## src/rtl/pwm_pkg.sv

```systemverilog
// Shared constants and types for count_pwm_gen and other counter consumers.
// PWM_WRAP_IRQ_EN (optional macro) adds the wrap_irq pulse output on the top.
package pwm_pkg;

  localparam int unsigned PWM_CNT_W    = 4;
  localparam int unsigned PWM_DUTY_MAX = 2 ** PWM_CNT_W;

  typedef logic [PWM_CNT_W:0] duty_t;

endpackage

```

## src/rtl/count_pwm_gen_if.sv

```systemverilog
// Duty-load valid/ready handshake between software-side logic and the PWM.
interface count_pwm_gen_if
  import pwm_pkg::*;
#(
  parameter int unsigned WIDTH = PWM_CNT_W
);

  logic [WIDTH:0] duty_in;
  logic           duty_valid;
  logic           duty_ready;

  modport master (output duty_in, output duty_valid, input duty_ready);
  modport slave  (input duty_in, input duty_valid, output duty_ready);

endinterface

```

## src/rtl/count_wrap_detect.sv

```systemverilog
// Detects the all-ones -> zero transition of a free-running up counter.
// Holds, reloads or jumps to zero are deliberately not reported as wraps.
module count_wrap_detect
  import pwm_pkg::*;
#(
  parameter int unsigned WIDTH = PWM_CNT_W
) (
  input  logic             clk,
  input  logic             rst,
  input  logic [WIDTH-1:0] count_in,
  output logic             wrap
);

  logic [WIDTH-1:0] prev_cnt;

  // Previous count; resets to all ones so the first zero after reset is a wrap.
  always_ff @(posedge clk or negedge rst) begin
    if (!rst) begin
      prev_cnt <= '1;
    end else begin
      prev_cnt <= count_in;
    end
  end

  // Wrap only on a genuine max -> zero step.
  always_comb begin
    wrap = (count_in == '0) && (prev_cnt == '1);
  end

endmodule

```

## src/rtl/count_pwm_gen.sv

```systemverilog
// PWM generator driven by an upstream free-running counter. Period is one
// full counter cycle; new duty values are shadowed and applied only at wrap.
// Optional: define PWM_WRAP_IRQ_EN to add the registered wrap_irq pulse.
module count_pwm_gen
  import pwm_pkg::*;
#(
  parameter int unsigned WIDTH = PWM_CNT_W
) (
  input  logic                 clk,
  input  logic                 rst,
  input  logic [WIDTH-1:0]     count_in,
  count_pwm_gen_if.slave       duty_bus,
`ifdef PWM_WRAP_IRQ_EN
  output logic                 wrap_irq,
`endif
  output logic                 pwm_out
);

  localparam int unsigned DW = WIDTH + 1;
  localparam logic [DW-1:0] DUTY_MAX = {1'b1, {WIDTH{1'b0}}};

  logic          wrap;
  logic [DW-1:0] active_duty;
  logic [DW-1:0] pending_duty;
  logic          pending;
  logic [DW-1:0] duty_clamped;
  logic [DW-1:0] duty_sel;
  logic [DW-1:0] count_ext;
  logic          xfer;
  logic          apply;

  count_wrap_detect #(
    .WIDTH (WIDTH)
  ) u_wrap (
    .clk      (clk),
    .rst      (rst),
    .count_in (count_in),
    .wrap     (wrap)
  );

  // Handshake, clamp, and selection of the duty used for this cycle's compare.
  always_comb begin
    duty_bus.duty_ready = ~pending;
    xfer                = duty_bus.duty_valid && !pending;
    apply               = wrap && pending;
    duty_clamped        = (duty_bus.duty_in > DUTY_MAX) ? DUTY_MAX : duty_bus.duty_in;
    duty_sel            = apply ? pending_duty : active_duty;
    count_ext           = {1'b0, count_in};
  end

  // Shadow register: one-entry holding slot, promoted to active at wrap.
  // xfer and apply are exclusive since xfer requires pending == 0.
  always_ff @(posedge clk or negedge rst) begin
    if (!rst) begin
      active_duty  <= '0;
      pending_duty <= '0;
      pending      <= 1'b0;
    end else begin
      if (apply) begin
        active_duty <= pending_duty;
        pending     <= 1'b0;
      end
      if (xfer) begin
        pending_duty <= duty_clamped;
        pending      <= 1'b1;
      end
    end
  end

  // Registered compare; WIDTH+1 bits so duty 2^WIDTH is constant high.
  always_ff @(posedge clk or negedge rst) begin
    if (!rst) begin
      pwm_out <= 1'b0;
    end else begin
      pwm_out <= (count_ext < duty_sel);
    end
  end

`ifdef PWM_WRAP_IRQ_EN
  // One-cycle pulse aligned with the first pwm_out of each new period.
  always_ff @(posedge clk or negedge rst) begin
    if (!rst) begin
      wrap_irq <= 1'b0;
    end else begin
      wrap_irq <= wrap;
    end
  end
`endif

endmodule

```

## src/flat_wrapper.sv

```systemverilog
// flat-port wrapper written by rule: the top's interface ports become plain ports
module count_pwm_gen_flat import pwm_pkg::*;
#(
  parameter int unsigned WIDTH = PWM_CNT_W
)
  (clk, rst, count_in, pwm_out, duty_bus_duty_in, duty_bus_duty_valid, duty_bus_duty_ready);
  count_pwm_gen_if #(.WIDTH(WIDTH)) duty_bus_i ();
  input  logic clk;
  input  logic rst;
  input  logic [WIDTH-1:0] count_in;
  output logic pwm_out;
  input wire logic [$bits(duty_bus_i.duty_in)-1:0] duty_bus_duty_in;
  input wire logic [$bits(duty_bus_i.duty_valid)-1:0] duty_bus_duty_valid;
  output wire logic [$bits(duty_bus_i.duty_ready)-1:0] duty_bus_duty_ready;
  assign duty_bus_i.duty_in = duty_bus_duty_in;
  assign duty_bus_i.duty_valid = duty_bus_duty_valid;
  assign duty_bus_duty_ready = duty_bus_i.duty_ready;
  count_pwm_gen #(.WIDTH(WIDTH)) u_core (.clk(clk), .rst(rst), .count_in(count_in), .duty_bus(duty_bus_i), .pwm_out(pwm_out));
endmodule
```

## config.mk

```make
export PLATFORM = sky130hd
export DESIGN_NAME = count_pwm_gen_flat
export DESIGN_NICKNAME = d
export VERILOG_FILES = /design/src/rtl/pwm_pkg.sv /design/src/rtl/count_pwm_gen_if.sv /design/src/rtl/count_wrap_detect.sv /design/src/rtl/count_pwm_gen.sv /design/src/flat_wrapper.sv
export SDC_FILE = /design/constraint.sdc
export NUM_CORES = 1
export LEC_CHECK = 0
export BUFFER_PORTS_ARGS = -buffer_cell sky130_fd_sc_hd__buf_2
export CORE_MARGIN = 2
export CORE_UTILIZATION = 30
export CTS_BUF_LIST = sky130_fd_sc_hd__clkbuf_8
export DETAILED_ROUTE_END_ITERATION = 12
export REMOVE_ABC_BUFFERS = 1
export SYNTH_ARGS = -nofsm -noshare
export SYNTH_HDL_FRONTEND = slang
export SYNTH_SLANG_ARGS = --single-unit
```

## constraint.sdc

```tcl
create_clock -name clk -period 3.7 [get_ports clk]
set_input_delay 0.555 -clock clk [delete_from_list [all_inputs] [get_ports clk]]
set_output_delay 0.555 -clock clk [all_outputs]
set_load 0.01 [all_outputs]
```

# == Word level (Yosys, flattened, before mapping) ==
# Index checks and enable logic that the tools add are counted.
# op_classes
eq_ne,1
n_bitwise,1
n_lt_le_gt_ge,2
muxes,4
reduce_logical,6
# op_table
op,n
two-way mux 5 bit,2
> comparator 5 bit (second input constant),1
< comparator 4 x 5 -> 1 bit,1
== test 4 bit (second input constant),1
zero test 4 bit,1
logical AND 1 bit,3
two-way mux 1 bit,2
nonzero test 2 bit,1
zero test 1 bit,1
NOT 1 bit,1
# totals
reg_bits,16
word_cells,19
output_inout_bits,2
in_bits,12

# == Depth between registers and ports, before layout ==
# depth
word_depth,5
mapped_depth,8
mapped_depth_nobuf,8

# == Hierarchy ==
# Synthesis repeated with hierarchy kept, for this count alone.
# hier_totals
hier_cells,53
hier_area_um2,658.1
# by_module_without_submodules
mod,seq_area_each_um2,area_per_inst_um2,cells_each,instances
count_pwm_gen,300.3,535.5,46,1
count_wrap_detect,105.1,122.6,7,1

# == Worst setup path after synthesis ==
# OpenSTA, ideal clock, no wires.
# synth_path
path_type,input -> register
from,in count_in[1]
to,reg u_core.pwm_out
path_stages,8
n_path_buf,0
required_ns,3.618
path_slack_ns,1.735
setup_time_ns,0.082
arrival_ns,1.883
path_cell_list,nor2_1 nand4_4 mux2i_1 ha_1 a21oi_1 o211ai_1 and3b_1 o22ai_1
# synth_via
elab_chain_len,5
# synth_rtl
element,line,text
from (decl),flat_wrapper.sv:10,input logic [WIDTH-1:0] count_in;
zero test 4 bit,count_wrap_detect.sv:27,wrap = (count_in == '0) && (prev_cnt == '1);
logical AND 1 bit,count_wrap_detect.sv:27,
logical AND 1 bit,count_pwm_gen.sv:45,apply = wrap && pending;
two-way mux 5 bit,count_pwm_gen.sv:47,duty_sel = apply ? pending_duty : active_duty;
< comparator 4 x 5 -> 1 bit (*),count_pwm_gen.sv:75,pwm_out <= (count_ext < duty_sel);
to (signal assigned),count_pwm_gen.sv:75,
to (decl),count_pwm_gen.sv:16,output logic pwm_out
# Mark *: on every way between the ends. The rest lies on a longest branch, timed or not.
# A chain may end at the register's enable or synchronous reset.

# == Final worst setup path ==
# layout_path
from,reg u_core.u_wrap.prev_cnt[2]
to,reg u_core.pwm_out
# layout_via
elab_chain_len,5
# layout_rtl
element,line,text
from (decl),count_wrap_detect.sv:14,logic [WIDTH-1:0] prev_cnt;
from (signal assigned),count_wrap_detect.sv:21,prev_cnt <= count_in;
== test 4 bit,count_wrap_detect.sv:27,
logical AND 1 bit,count_wrap_detect.sv:27,
logical AND 1 bit,count_pwm_gen.sv:45,
two-way mux 5 bit,count_pwm_gen.sv:47,
< comparator 4 x 5 -> 1 bit,count_pwm_gen.sv:75,
# Every way passes these cells.

==> results.sh <==
export IMPL_detail_route_antenna_nets=0
export IMPL_drv_slew=0
export IMPL_grt_pass1_wl_microns=1910
export IMPL_fin_setup_tns_ps=0
export IMPL_crit_buf_inv=0
export IMPL_finalHoldViolCount=0
export IMPL_stdcell_area_sq_um=852
export IMPL_use_met1=0.115
export IMPL_ir_drop_uv=232
export IMPL_crit_type="flip-flop to flip-flop"
export IMPL_grt_pass1_vias=461
export IMPL_status="completed"
export IMPL_crit_family="simple AND/OR/NAND/NOR gates"
export IMPL_place_hpwl_microns=871
export IMPL_synth_seq_cells=16
export IMPL_period_needed_ps=2080
export IMPL_fin_ws_ps=1620
export IMPL_ys_seq_area_frac=0.582
export IMPL_setup_viol=0
export IMPL_drive_gt1_frac=0.347
export IMPL_grt_use_total=0.0994
export IMPL_crit_fanout=8
export IMPL_timing_final_crit_share=0.563
export IMPL_die_w_microns=52.2
export IMPL_maxSlewHeadroom=0.768
export IMPL_std_cell_rows=17
export IMPL_max_stage_delay_ps=520
export IMPL_clk_latency_ps=250
export IMPL_r2r_end="u_core.pwm_out"
export IMPL_cts_clk_slew_worst_paths_ps=60
export IMPL_dpl_cell_area_sq_um=797
export IMPL_yosys_area_top_type="dfrtp_1"
export IMPL_drc=0
export IMPL_yosysTopAreaCellShare=0.431
export IMPL_totalWireLength_microns=1110
export IMPL_clock_sinks=16
export IMPL_cts_hold_buf=0
export IMPL_antennaDiodeCount=0
export IMPL_htree_levels=1
export IMPL_cpMaxStageDelayCell="dfstp_2"
export IMPL_area_delta_synth_final_pct=22.3
export IMPL_min_path_type="input port to asynchronous set/reset pin"
export IMPL_io_buffers=13
export IMPL_core_area_sq_mm=0.00221
export IMPL_via_per_inst=4.46
export IMPL_path_cells="and4_4 -> nand4_4 -> mux2i_1 -> ha_1 -> a21oi_1 -> o211ai_1 -> and3b_1 -> o22ai_1"
export IMPL_detail_route_wl_per_cell_microns=10.8
export IMPL_rsz0062_at_grt="no"
export IMPL_use_met3=0.0514
export IMPL_dieHeight_microns=52.2
export IMPL_cts_tree="done"
export IMPL_tightest_slew_ps=348
export IMPL_post_cts_buffers=0
export IMPL_grt_overflow=0
export IMPL_max_freq_ghz=0.480
export IMPL_r2r_cells=8
export IMPL_die_area_sq_mm=0.00272
export IMPL_place_ws_ps=1470
export IMPL_drv_cap=0
export IMPL_power_mw=0.378
export IMPL_cts_root_buf="clkbuf_8"
export IMPL_end_kind="flip-flop"
export IMPL_place_inst=99
export IMPL_num_vias=459
export IMPL_rr_startpoint="u_core.u_wrap.prev_cnt[2]"
export IMPL_grt_use_met2=0.156
export IMPL_final_nets=91
export IMPL_clock_skew_ps=1.01
export IMPL_initial_core_util=0.315
export IMPL_netlist_area_sq_um=697
export IMPL_fillers=225
export IMPL_synthTopCellsByArea="dfrtp_1 (43%), dfstp_2 (15%), ha_1 (5.4%), mux2_2 (4.8%), mux2i_1 (4.3%)"
export IMPL_cts_resized=0
export IMPL_numCtsBuffers=3
export IMPL_clockBufferDepth=2
export IMPL_grt_busiest_layer="met2"
export IMPL_power_density_mw_per_mm2=443
export IMPL_ys_warnings_count=0
export IMPL_syn_area_per_cell_sq_um=12.0
export IMPL_required_ps=3870
export IMPL_drt_initial_drc_count=2
export IMPL_stdcell_count=103
export IMPL_ff2ff_setup_slack_ps=1620
export IMPL_syn_inst=58
export IMPL_startpoint_type="flip-flop"
export IMPL_p_leak_nw=0.442
export IMPL_drt_pre_antenna_iters=3
export IMPL_critPathArrivalTime_ps=2250
export IMPL_antenna_found_initial=0
export IMPL_gp_congestion=0.789
export IMPL_ios=14
export IMPL_grt_max_degree=17
export IMPL_synth_cell_types=18
## metal layers
layer  wire (microns)  share of wire
met5                0              0
met1              536           0.48
met2              489           0.44
met4               10         0.0090
met3               74          0.067
## per-stage QoR
stage	hold WS, ps	utilization
final	203	0.385
after global routing	227	0.385
after CTS	211	0.385
after detailed placement	481	0.360
after global placement	472	0.360
after floorplan	259	-
## Yosys cell counts
master / number
o21ai_0: 5
and4_4: 1
nand2b_1: 4
inv_1: 6
nor3b_1: 1
o211ai_1: 2
nor2_1: 3
mux2_2: 3
nand4_4: 1
dfrtp_1: 12
ha_1: 3
dfstp_2: 4
and3b_1: 1
o22ai_1: 1
a21oi_1: 2
nand2_1: 5
o21a_1: 1
mux2i_1: 3
## layout make-up
type	instances	area [sq um]	area share
multi-input cells	36	269	0.316
well taps	28	35.0	0.0411
repair buffers	13	65.1	0.0764
inverters	6	22.5	0.0264
flip-flops and latches	16	405	0.476
clock buffers	4	55.1	0.0646
## logic make-up (layout without fill, tap and decap cells)
kind of cell / Yosys count / after routing / share of synthesized area
flops: 16 / 16 / 0.582
simple gates: 16 / 16 / 0.149
compound gates: 11 / 11 / 0.0916
mux: 6 / 6 / 0.0916
buf+inv: 6 / 23 / 0.0323
fa+ha+maj: 3 / 3 / 0.0539
## cell usage in the layout (no fill, tap or decap)
cell type,netlist,layout
a21oi_1,2,2
dfstp_2,4,4
mux2i_1,3,3
nand2b_1,4,4
o21ai_0,5,5
mux2_2,3,3
buf_2,0,13
and3b_1,1,1
o21a_1,1,1
nor2_1,3,3
ha_1,3,3
o22ai_1,1,1
and4_4,1,1
clkbuf_8,0,4
inv_1,6,6
nand2_1,5,5
nor3b_1,1,1
dfrtp_1,12,12
nand4_4,1,1
o211ai_1,2,2
## worst register-to-register path: cells and delay by family (launching register included)
family | cells | cell delay (ps)
simple gates | 3 | 590
flops | 1 | 520
compound gates | 3 | 390
fa+ha+maj | 1 | 270
mux | 1 | 240
## state kept, by name, indices dropped and copies added (netlist names)
register and cells:
u_core.active_duty 5, u_core.pending 1, u_core.u_wrap.prev_cnt 4, u_core.pwm_out 1, u_core.pending_duty 5
## report_power, final
group | switching [mW] | internal (mW) | total (mW)
Combinational | 0.0159 | 0.0143 | 0.0303
Clock | 0.0594 | 0.0944 | 0.154
Sequential | 0.00571 | 0.188 | 0.194
Total | 0.0810 | 0.297 | 0.378
## worst max path at each step
stage	startpoint	endpoint	cells after the start
floorplan	count_in[1]	u_core.pwm_out	8
global placement	count_in[1]	u_core.pwm_out	9
detailed placement	count_in[1]	u_core.pwm_out	9
CTS	u_core.u_wrap.prev_cnt[2]	u_core.pwm_out	8
global route	u_core.u_wrap.prev_cnt[2]	u_core.pwm_out	8
finish	u_core.u_wrap.prev_cnt[2]	u_core.pwm_out	8
Note: power is estimated with default switching activity, not from simulation.
